<file path="src/rtl/fetch_unit_if.sv">
// Fetch stage bus: instruction-memory request/response plus the decode-side
// instruction handshake and resolved control-flow inputs.
interface fetch_unit_if;
    localparam int unsigned W_CPU    = 32;
    localparam int unsigned W_PC_SRC = 2;
    localparam int unsigned W_JADDR  = 26;
    localparam int unsigned W_IMM    = 16;

    logic                imem_req;
    logic [W_CPU-1:0]    imem_addr;
    logic                imem_ack;
    logic [W_CPU-1:0]    imem_rdata;
    logic [W_CPU-1:0]    inst;
    logic [W_CPU-1:0]    pc;
    logic [W_CPU-1:0]    pc_plus4;
    logic                inst_valid;
    logic                inst_ready;
    logic                redir_valid;
    logic [W_PC_SRC-1:0] pc_src;
    logic [W_JADDR-1:0]  jump_addr;
    logic [W_IMM-1:0]    br_imm;
    logic [W_CPU-1:0]    reg_target;
    logic                fetch_err;

    modport master (
        output imem_req, imem_addr, inst, pc, pc_plus4, inst_valid, fetch_err,
        input  imem_ack, imem_rdata, inst_ready, redir_valid, pc_src,
               jump_addr, br_imm, reg_target
    );

    modport slave (
        input  imem_req, imem_addr, inst, pc, pc_plus4, inst_valid, fetch_err,
        output imem_ack, imem_rdata, inst_ready, redir_valid, pc_src,
               jump_addr, br_imm, reg_target
    );
endinterface

</file>
<file path="src/rtl/fetch_unit.sv">
// Instruction fetch stage: holds the PC, fetches words from instruction
// memory, presents them to decode and computes the next PC on accept.
module fetch_unit #(
    parameter logic [31:0] RESET_PC = 32'h0040_0000,
    parameter int unsigned MAX_WAIT = 8
) (
    input  logic         clk,
    input  logic         rst_n,
    fetch_unit_if.master bus
);
    localparam int unsigned W_CPU = 32;
    localparam int unsigned W_CNT = $clog2(MAX_WAIT + 1);

    localparam logic [1:0] PC_SRC_NEXT = 2'd0;
    localparam logic [1:0] PC_SRC_BRCH = 2'd1;
    localparam logic [1:0] PC_SRC_JUMP = 2'd2;
    localparam logic [1:0] PC_SRC_REGF = 2'd3;

    typedef enum logic [1:0] {
        S_RST  = 2'd0,
        S_WAIT = 2'd1,
        S_HOLD = 2'd2,
        S_ERR  = 2'd3
    } state_t;

    state_t           state, state_next;
    logic [W_CNT-1:0] wait_cnt, wait_cnt_next;
    logic [W_CPU-1:0] fetch_pc, fetch_pc_next;
    logic [W_CPU-1:0] br_off;
    logic             load_inst;

    // Request address is the registered fetch PC, stable for the whole wait
    assign bus.imem_addr = fetch_pc;

    // State, wait counter and fetch PC registers
    always_ff @(posedge clk or negedge rst_n) begin
        if (!rst_n) begin
            state    <= S_RST;
            wait_cnt <= '0;
            fetch_pc <= RESET_PC;
        end else begin
            state    <= state_next;
            wait_cnt <= wait_cnt_next;
            fetch_pc <= fetch_pc_next;
        end
    end

    // Next-state, wait counting and next-PC selection
    always_comb begin
        state_next    = state;
        wait_cnt_next = wait_cnt;
        fetch_pc_next = fetch_pc;
        load_inst     = 1'b0;
        br_off        = {{14{bus.br_imm[15]}}, bus.br_imm, 2'b00};
        case (state)
            S_RST: begin
                // One idle cycle so a stale response from before reset is dropped
                state_next    = S_WAIT;
                fetch_pc_next = RESET_PC;
                wait_cnt_next = '0;
            end
            S_WAIT: begin
                if (bus.imem_ack) begin
                    load_inst     = 1'b1;
                    state_next    = S_HOLD;
                    wait_cnt_next = '0;
                end else if (wait_cnt == W_CNT'(MAX_WAIT - 1)) begin
                    state_next = S_ERR;
                end else begin
                    wait_cnt_next = wait_cnt + W_CNT'(1);
                end
            end
            S_HOLD: begin
                if (bus.inst_valid && bus.inst_ready) begin
                    state_next    = S_WAIT;
                    fetch_pc_next = bus.pc_plus4;
                    if (bus.redir_valid) begin
                        case (bus.pc_src)
                            PC_SRC_BRCH: fetch_pc_next = bus.pc_plus4 + br_off;
                            PC_SRC_JUMP: fetch_pc_next = {bus.pc_plus4[31:28], bus.jump_addr, 2'b00};
                            PC_SRC_REGF: begin
                                // Misaligned register target is fatal; never issue it
                                if (bus.reg_target[1:0] != 2'b00) begin
                                    state_next    = S_ERR;
                                    fetch_pc_next = fetch_pc;
                                end else begin
                                    fetch_pc_next = bus.reg_target;
                                end
                            end
                            PC_SRC_NEXT: fetch_pc_next = bus.pc_plus4;
                            default:     fetch_pc_next = bus.pc_plus4;
                        endcase
                    end
                end
            end
            S_ERR: state_next = S_ERR;
            default: state_next = S_RST;
        endcase
    end

    // Registered outputs, decoded from the state being entered
    always_ff @(posedge clk or negedge rst_n) begin
        if (!rst_n) begin
            bus.imem_req   <= 1'b0;
            bus.inst_valid <= 1'b0;
            bus.fetch_err  <= 1'b0;
            bus.inst       <= '0;
            bus.pc         <= RESET_PC;
            bus.pc_plus4   <= RESET_PC + 32'd4;
        end else begin
            bus.imem_req   <= (state_next == S_WAIT);
            bus.inst_valid <= (state_next == S_HOLD);
            bus.fetch_err  <= (state_next == S_ERR);
            if (load_inst) begin
                bus.inst     <= bus.imem_rdata;
                bus.pc       <= fetch_pc;
                bus.pc_plus4 <= fetch_pc + 32'd4;
            end
        end
    end
endmodule

</file>
<file path="src/flat_wrapper.sv">
// flat-port wrapper written by rule: the top's interface ports become plain ports
module fetch_unit_flat 
#(
    parameter logic [31:0] RESET_PC = 32'h0040_0000,
    parameter int unsigned MAX_WAIT = 8
)
  (clk, rst_n, bus_imem_req, bus_imem_addr, bus_inst, bus_pc, bus_pc_plus4, bus_inst_valid, bus_fetch_err, bus_imem_ack, bus_imem_rdata, bus_inst_ready, bus_redir_valid, bus_pc_src, bus_jump_addr, bus_br_imm, bus_reg_target);
  fetch_unit_if bus_i ();
  input  logic clk;
  input  logic rst_n;
  output wire logic [$bits(bus_i.imem_req)-1:0] bus_imem_req;
  output wire logic [$bits(bus_i.imem_addr)-1:0] bus_imem_addr;
  output wire logic [$bits(bus_i.inst)-1:0] bus_inst;
  output wire logic [$bits(bus_i.pc)-1:0] bus_pc;
  output wire logic [$bits(bus_i.pc_plus4)-1:0] bus_pc_plus4;
  output wire logic [$bits(bus_i.inst_valid)-1:0] bus_inst_valid;
  output wire logic [$bits(bus_i.fetch_err)-1:0] bus_fetch_err;
  input wire logic [$bits(bus_i.imem_ack)-1:0] bus_imem_ack;
  input wire logic [$bits(bus_i.imem_rdata)-1:0] bus_imem_rdata;
  input wire logic [$bits(bus_i.inst_ready)-1:0] bus_inst_ready;
  input wire logic [$bits(bus_i.redir_valid)-1:0] bus_redir_valid;
  input wire logic [$bits(bus_i.pc_src)-1:0] bus_pc_src;
  input wire logic [$bits(bus_i.jump_addr)-1:0] bus_jump_addr;
  input wire logic [$bits(bus_i.br_imm)-1:0] bus_br_imm;
  input wire logic [$bits(bus_i.reg_target)-1:0] bus_reg_target;
  assign bus_imem_req = bus_i.imem_req;
  assign bus_imem_addr = bus_i.imem_addr;
  assign bus_inst = bus_i.inst;
  assign bus_pc = bus_i.pc;
  assign bus_pc_plus4 = bus_i.pc_plus4;
  assign bus_inst_valid = bus_i.inst_valid;
  assign bus_fetch_err = bus_i.fetch_err;
  assign bus_i.imem_ack = bus_imem_ack;
  assign bus_i.imem_rdata = bus_imem_rdata;
  assign bus_i.inst_ready = bus_inst_ready;
  assign bus_i.redir_valid = bus_redir_valid;
  assign bus_i.pc_src = bus_pc_src;
  assign bus_i.jump_addr = bus_jump_addr;
  assign bus_i.br_imm = bus_br_imm;
  assign bus_i.reg_target = bus_reg_target;
  fetch_unit #(.RESET_PC(RESET_PC), .MAX_WAIT(MAX_WAIT)) u_core (.clk(clk), .rst_n(rst_n), .bus(bus_i));
endmodule
</file>
<file path="config.mk">
export PLATFORM = sky130hd
export DESIGN_NAME = fetch_unit_flat
export DESIGN_NICKNAME = d
export VERILOG_FILES = /design/src/rtl/fetch_unit_if.sv /design/src/rtl/fetch_unit.sv /design/src/flat_wrapper.sv
export SDC_FILE = /design/constraint.sdc
export NUM_CORES = 1
export LEC_CHECK = 0
export CAP_MARGIN = 10
export CORE_MARGIN = 2
export CORE_UTILIZATION = 43
export DETAILED_ROUTE_END_ITERATION = 8
export PLACE_DENSITY = 0.77
export SYNTH_ARGS = -nofsm -noshare
export SYNTH_HDL_FRONTEND = slang
export SYNTH_SLANG_ARGS = --single-unit
</file>
<file path="constraint.sdc">
create_clock -name clk -period 2.6 [get_ports clk]
set_input_delay 0.52 -clock clk [delete_from_list [all_inputs] [get_ports clk]]
set_output_delay 0.52 -clock clk [all_outputs]
set_load 0.01 [all_outputs]
</file>
# ---- Word-level counts from Yosys, hierarchy flattened
# Index checks and enable logic that the tools add are counted.
dict set report word_totals {
  regBits 137
  inputBits 113
  output_inout_bits 131
  word_cells 50
}
dict set report classes {
  n_addsub 3
  n_eq_ne 13
  mux 17
  reduce_logical 8
}
# cell count
set ops {}
lappend ops {{32-bit case mux with 4 select lines} 1}
lappend ops {{32-bit 2-to-1 mux} 3}
lappend ops {{32-bit case mux with 2 select lines} 1}
lappend ops {{32-bit by 3-bit adder with 32-bit output (second input constant)} 1}
lappend ops {{32-bit adder} 1}
lappend ops {{2-bit equality test (second input constant)} 6}
lappend ops {{2-bit 2-to-1 mux} 6}
lappend ops {{4-bit 2-to-1 mux} 2}
lappend ops {{2-bit case mux with 4 select lines} 1}
lappend ops {{4-bit case mux with 2 select lines} 1}
lappend ops {{2-bit by 1-bit equality test with 1-bit output (second input constant)} 3}
lappend ops {{2-bit nonzero test} 3}
lappend ops {{4-bit by 1-bit adder with 4-bit output (second input constant)} 1}
lappend ops {{4-bit by 3-bit equality test with 1-bit output (second input constant)} 1}
lappend ops {{2-bit logical NOT} 2}
lappend ops {{4-bit != test (second input constant)} 1}
lappend ops {{3-bit != test (second input constant)} 1}
lappend ops {{3-bit AND reduction} 1}
lappend ops {{1-bit 2-to-1 mux} 2}
lappend ops {{2-bit by 1-bit != test with 1-bit output (second input constant)} 1}
lappend ops {{2-bit AND reduction} 1}
lappend ops {{1-bit logical AND} 1}

# ---- Logic depth before layout (Yosys ltp)
dict set report depth {
  depth_word 7
  mapped_depth 12
  mapped_depth_nobuf 12
}

# ---- Worst setup path before layout
# Ideal clock, no wire load.
dict set report synth_timing {
  path_type {flip-flop to flip-flop}
  startpoint {register u_core.bus.pc_plus4[2]}
  endpoint {register u_core.fetch_pc[18], in the netlist u_core.bus.imem_addr[18]}
  setup_time_ns 0.127
  arrival_ns 2.806
  required_ns 2.473
  setup_slack_ns -0.333
  stages_incl_launch_ff 13
  n_path_buf 0
  synth_period_minus_slack_ns 2.933
  cell_sequence {dfstp_2 -> ha_1 -> inv_1 -> fa_1 -> nor2b_1 -> o21bai_1 -> a21boi_2 -> a41oi_1 -> a21oi_1 -> xnor2_1 -> mux4_2 -> a222oi_1 -> inv_1}
}
dict set report synth_via {
  elab_chain_len 5
}
# element line
set synth_lines {}
lappend synth_lines {{start, declared} fetch_unit_if.sv:26} ;# output imem_req, imem_addr, inst, pc, pc_plus4, inst_valid, fetch_err,
lappend synth_lines {{start signal, assigned} fetch_unit.sv:109} ;# bus.pc_plus4 <= RESET_PC + 32'd4;
lappend synth_lines {{start signal, assigned} fetch_unit.sv:117} ;# bus.pc_plus4 <= fetch_pc + 32'd4;
lappend synth_lines {{32-bit adder} fetch_unit.sv:79} ;# PC_SRC_BRCH: fetch_pc_next = bus.pc_plus4 + br_off;
lappend synth_lines {{32-bit case mux with 4 select lines} fetch_unit.sv:78} ;# case (bus.pc_src)
lappend synth_lines {{32-bit 2-to-1 mux} fetch_unit.sv:77} ;# if (bus.redir_valid) begin
lappend synth_lines {{32-bit 2-to-1 mux} fetch_unit.sv:74} ;# if (bus.inst_valid && bus.inst_ready) begin
lappend synth_lines {{32-bit case mux with 2 select lines} fetch_unit.sv:55} ;# case (state)
lappend synth_lines {{end signal, assigned} fetch_unit.sv:44} ;# fetch_pc <= fetch_pc_next;
lappend synth_lines {{end, declared} fetch_unit.sv:28} ;# logic [W_CPU-1:0] fetch_pc, fetch_pc_next;
# Every way passes these cells. The select of a mux whose other input is x is not followed.
# A chain may end at the register's enable or synchronous reset.

# ---- Worst setup path in the final report
# Same ends and word-level chain as after synthesis.

==> impl_metrics.py <==
metrics = {
    "run_status": {
        "status": "complete, but fails checks",
        "violations": "setup timing",
    },
    "clock_tree": {
        "hold_buffers": 0,
        "cts.clk_slew.worst_paths_ns": 0.07,
        "insertion_delay_ns": 0.43,
        "clock_sinks": 135,
        "cts_tree": "done",
        "cts_root_buf": "clkbuf_16",
        "clockBufferDepth": 2,
        "cts_buffers": 17,
        "htreeDepth": 4,
    },
    "cells_and_area": {
        "multiInputGateArea_um2": 4620,
        "syn2layout_area_growth_pct": 57.6,
        "n_antenna_cell": 0,
        "regArea_um2": 3380,
        "fill_cells": 1359,
        "final_nets": 1289,
        "drive_gt1_share_pct": 26.5,
    },
    "critical_path": {
        "crit_buf_inv": 2,
        "worst-setup-path-type": "reg -> reg",
        "slowest_delay_ns": 0.55,
        "cpMaxStageDelayCell": "dfstp_2",
        "cp_max_fo": 2,
        "crit_path_end_kind": "register",
        "arrival_ns": 3.32,
        "cp_cell_sequence": "ha_4, inv_2, fa_2, nor2b_4, o21bai_2, a21boi_2, a41oi_2, a21oi_2, xnor2_1, mux4_2, a222oi_1, inv_1",
        "critPathRequiredTime_ns": 2.90,
        "critPathLaunchType": "register",
        "cp_top_family": "compound AO/OA/AOI/OAI gates",
    },
    "drt": {
        "dr.pass1.iters": 7,
        "vias_per_cell": 5.67,
        "drc": 0,
        "totalWireLength_um": 27300,
        "drtIter0Drc": 638,
        "ant_nets": 0,
        "num_vias": 7863,
        "routedWlPerCell_um": 19.7,
    },
    "power_and_ir_drop": {
        "power_frac_seq_pct": 31.7,
        "p_comb_share_pct": 48.3,
        "netSwitchingFraction_pct": 36.2,
        "power.density_nw_per_um2": 923,
        "p_leak_nw": 5.61,
        "power.net_switching_mw": 4.18,
        "internal_power_mw": 7.35,
        "power.share.clock_pct": 20.0,
        "ir_drop_uv": 566,
        "finalPower_mw": 11.5,
    },
    "synth": {
        "yosys.area.top_type_share_pct": 41.3,
        "synth.distinct_cells": 61,
        "yosysSeqAreaShare_pct": 42.7,
        "ys_ff_latch": 135,
        "synth_area_leaders": "dfrtp_1 41%, mux2_2 9.4%, ha_1 4.9%",
        "synth_cells": 786,
        "yosys_warnings": 0,
        "synth_commonest_cells": "131 x dfrtp_1, 93 x nand2_1, 70 x o21ai_0",
        "syn_area_um2": 7930,
        "async_flop_share_pct": 100,
        "avgSynthCellArea_um2": 10.1,
        "synth-edff-count": 0,
        "synth.largest_area_cell": "dfrtp_1",
        "yosys.cell_count.top_type": "dfrtp_1",
        "syn-num-nets": 931,
        "synth_ff_type": "dfrtp_1",
    },
    "timing": {
        "worst_slack_ns": -0.420,
        "relSlewSlack_pct": 56.1,
        "fin_skew_ns": 0.00896,
        "slew_viol_final": 0,
        "setup-violations-final": 16,
        "min_period_ns": 3.02,
        "fin_crit_sh_pct": 116,
        "max_clock_freq_mhz": 331,
        "worst_pin_slew_ns": 0.657,
        "rsz0062_at_grt": "true",
        "finalHoldViolations": 0,
    },
    "grt": {
        "grt_max_degree": 76,
        "grt_pass1_wl_um": 43300,
        "antenna_found_initial": 1,
        "gr-total-overflow": 0,
        "first_global_vias": 8021,
        "grt_use_total_pct": 28.1,
    },
    "die": {
        "rows": 49,
        "die_w_um": 140,
        "io_pins": 244,
        "dieArea_um2": 19500,
        "fp.dieH_um": 140,
        "core_um2": 18000,
        "initial_core_util_pct": 44.0,
    },
    "place": {
        "io_buffers": 243,
        "hpwl_um": 19500,
        "dp_slack_ns": -0.874,
        "globalplace.congestion": 0.931,
    },
    "worst_hold_path": {
        "hp-class": "in -> async",
    },
    "run": {
        "maxCapViolations": 0,
    },
}
sequential cells by signal, summed over array words and instances (netlist names):
| register | cells |
|---|---|
| u_core.bus.imem_addr | 32 |
| u_core.bus.pc | 30 |
| u_core.state | 2 |
| u_core.bus.imem_req | 1 |
| u_core.wait_cnt | 4 |
| u_core.bus.inst_valid | 1 |
| u_core.bus.fetch_err | 1 |
| u_core.bus.inst | 32 |
| u_core.bus.pc_plus4 | 32 |
cell usage in the layout, fill, tap and decap left out, drive strengths merged, types with 8 or more instances in the layout:
cell type,instances
xnor2,26
nand2,93
dfrtp,131
ha,31
clkdlybuf4s50,232
a21o,21
nand4,9
dlygate4sd2,8
inv,27
xor2,24
clkbuf,18
mux2i,21
nand3,16
o21ai,76
a22oi,14
a21oi,32
mux4,10
nor2,37
nor2b,8
mux2,66
buf,140
routing by layer:
metal  vias up  GRT usage [%]  share of wire (%)
met2       407           44.8                 47
met1      3799           36.4                 41
met4         0           11.8                3.4
li1       3591              -                  -
met3        66           7.60                9.4
met5         -              0                  0
kinds of logic after synthesis:
kind of cell	after synthesis	synth area share (%)
AOI/OAI and AO/OA	212	17.5
and+or+nand+nor	197	11.3
DFF	135	42.7
muxes	97	14.9
buffers and inverters	63	3.09
xor gates and xnor gates	50	5.52
adders and majority gates	32	5.14
final cells by class:
type | instances | area share (%)
repair buffers | 381 | 28.6
flip-flops and latches | 135 | 27.1
well taps | 229 | 2.29
multi-input cells | 588 | 37.0
clock buffers | 18 | 3.51
clock inverters | 14 | 0.931
inverters | 21 | 0.631
what timing repair did:
item	in CTS	in global routing
gates resized for setup	57	14
buffers inserted	14	5
endpoints found under the setup margin	20	22
pin swaps	38	35
per-stage QoR:
stage	TNS [ns]	hold WS [ns]	std cells	cell area (um^2)	utilization, %
after global routing	-4.64	0.0455	1386	12500	69.3
final	-2.99	0.0176	1386	12500	69.3
after global placement	-14.55	0.465	1338	11600	64.1
after CTS	-2.02	0.0272	1383	12400	68.9
after floorplan	-0.609	0.224	786	7990	-
after detailed placement	-15.41	0.475	1338	11600	64.1
path summary, 6_finish.rpt:
check / startpoint / end / slack [ns] / cells past startpoint
worst max-delay path: u_core.bus.pc_plus4[2] / u_core.bus.imem_addr[18] / -0.42 / 12
worst min-delay path: rst_n / u_core.bus.pc[11] / 0.02 / 1
worst max register to register: u_core.bus.pc_plus4[2] / u_core.bus.imem_addr[18] / -0.42 / 12
worst min register to register: u_core.bus.pc[8] / u_core.bus.pc[8] / 0.48 / 2
max in group asynchronous: rst_n / u_core.bus.pc_plus4[2] / 1.88 / 2
min in group clk: u_core.bus.pc[8] / u_core.bus.pc[8] / 0.48 / 2
power groups by stage:
stage,Clock [mW],Combinational [mW],Sequential (mW)
6_report,2.31,5.56,3.66
5_1_grt,2.43,5.98,3.78
4_1_cts,2.34,5.48,3.65
3_5_place_dp,0,5.17,3.67
3_3_place_gp,0,5.07,3.63
2_1_floorplan,0,2.09,3.85
(Power assumes the default switching activity.)
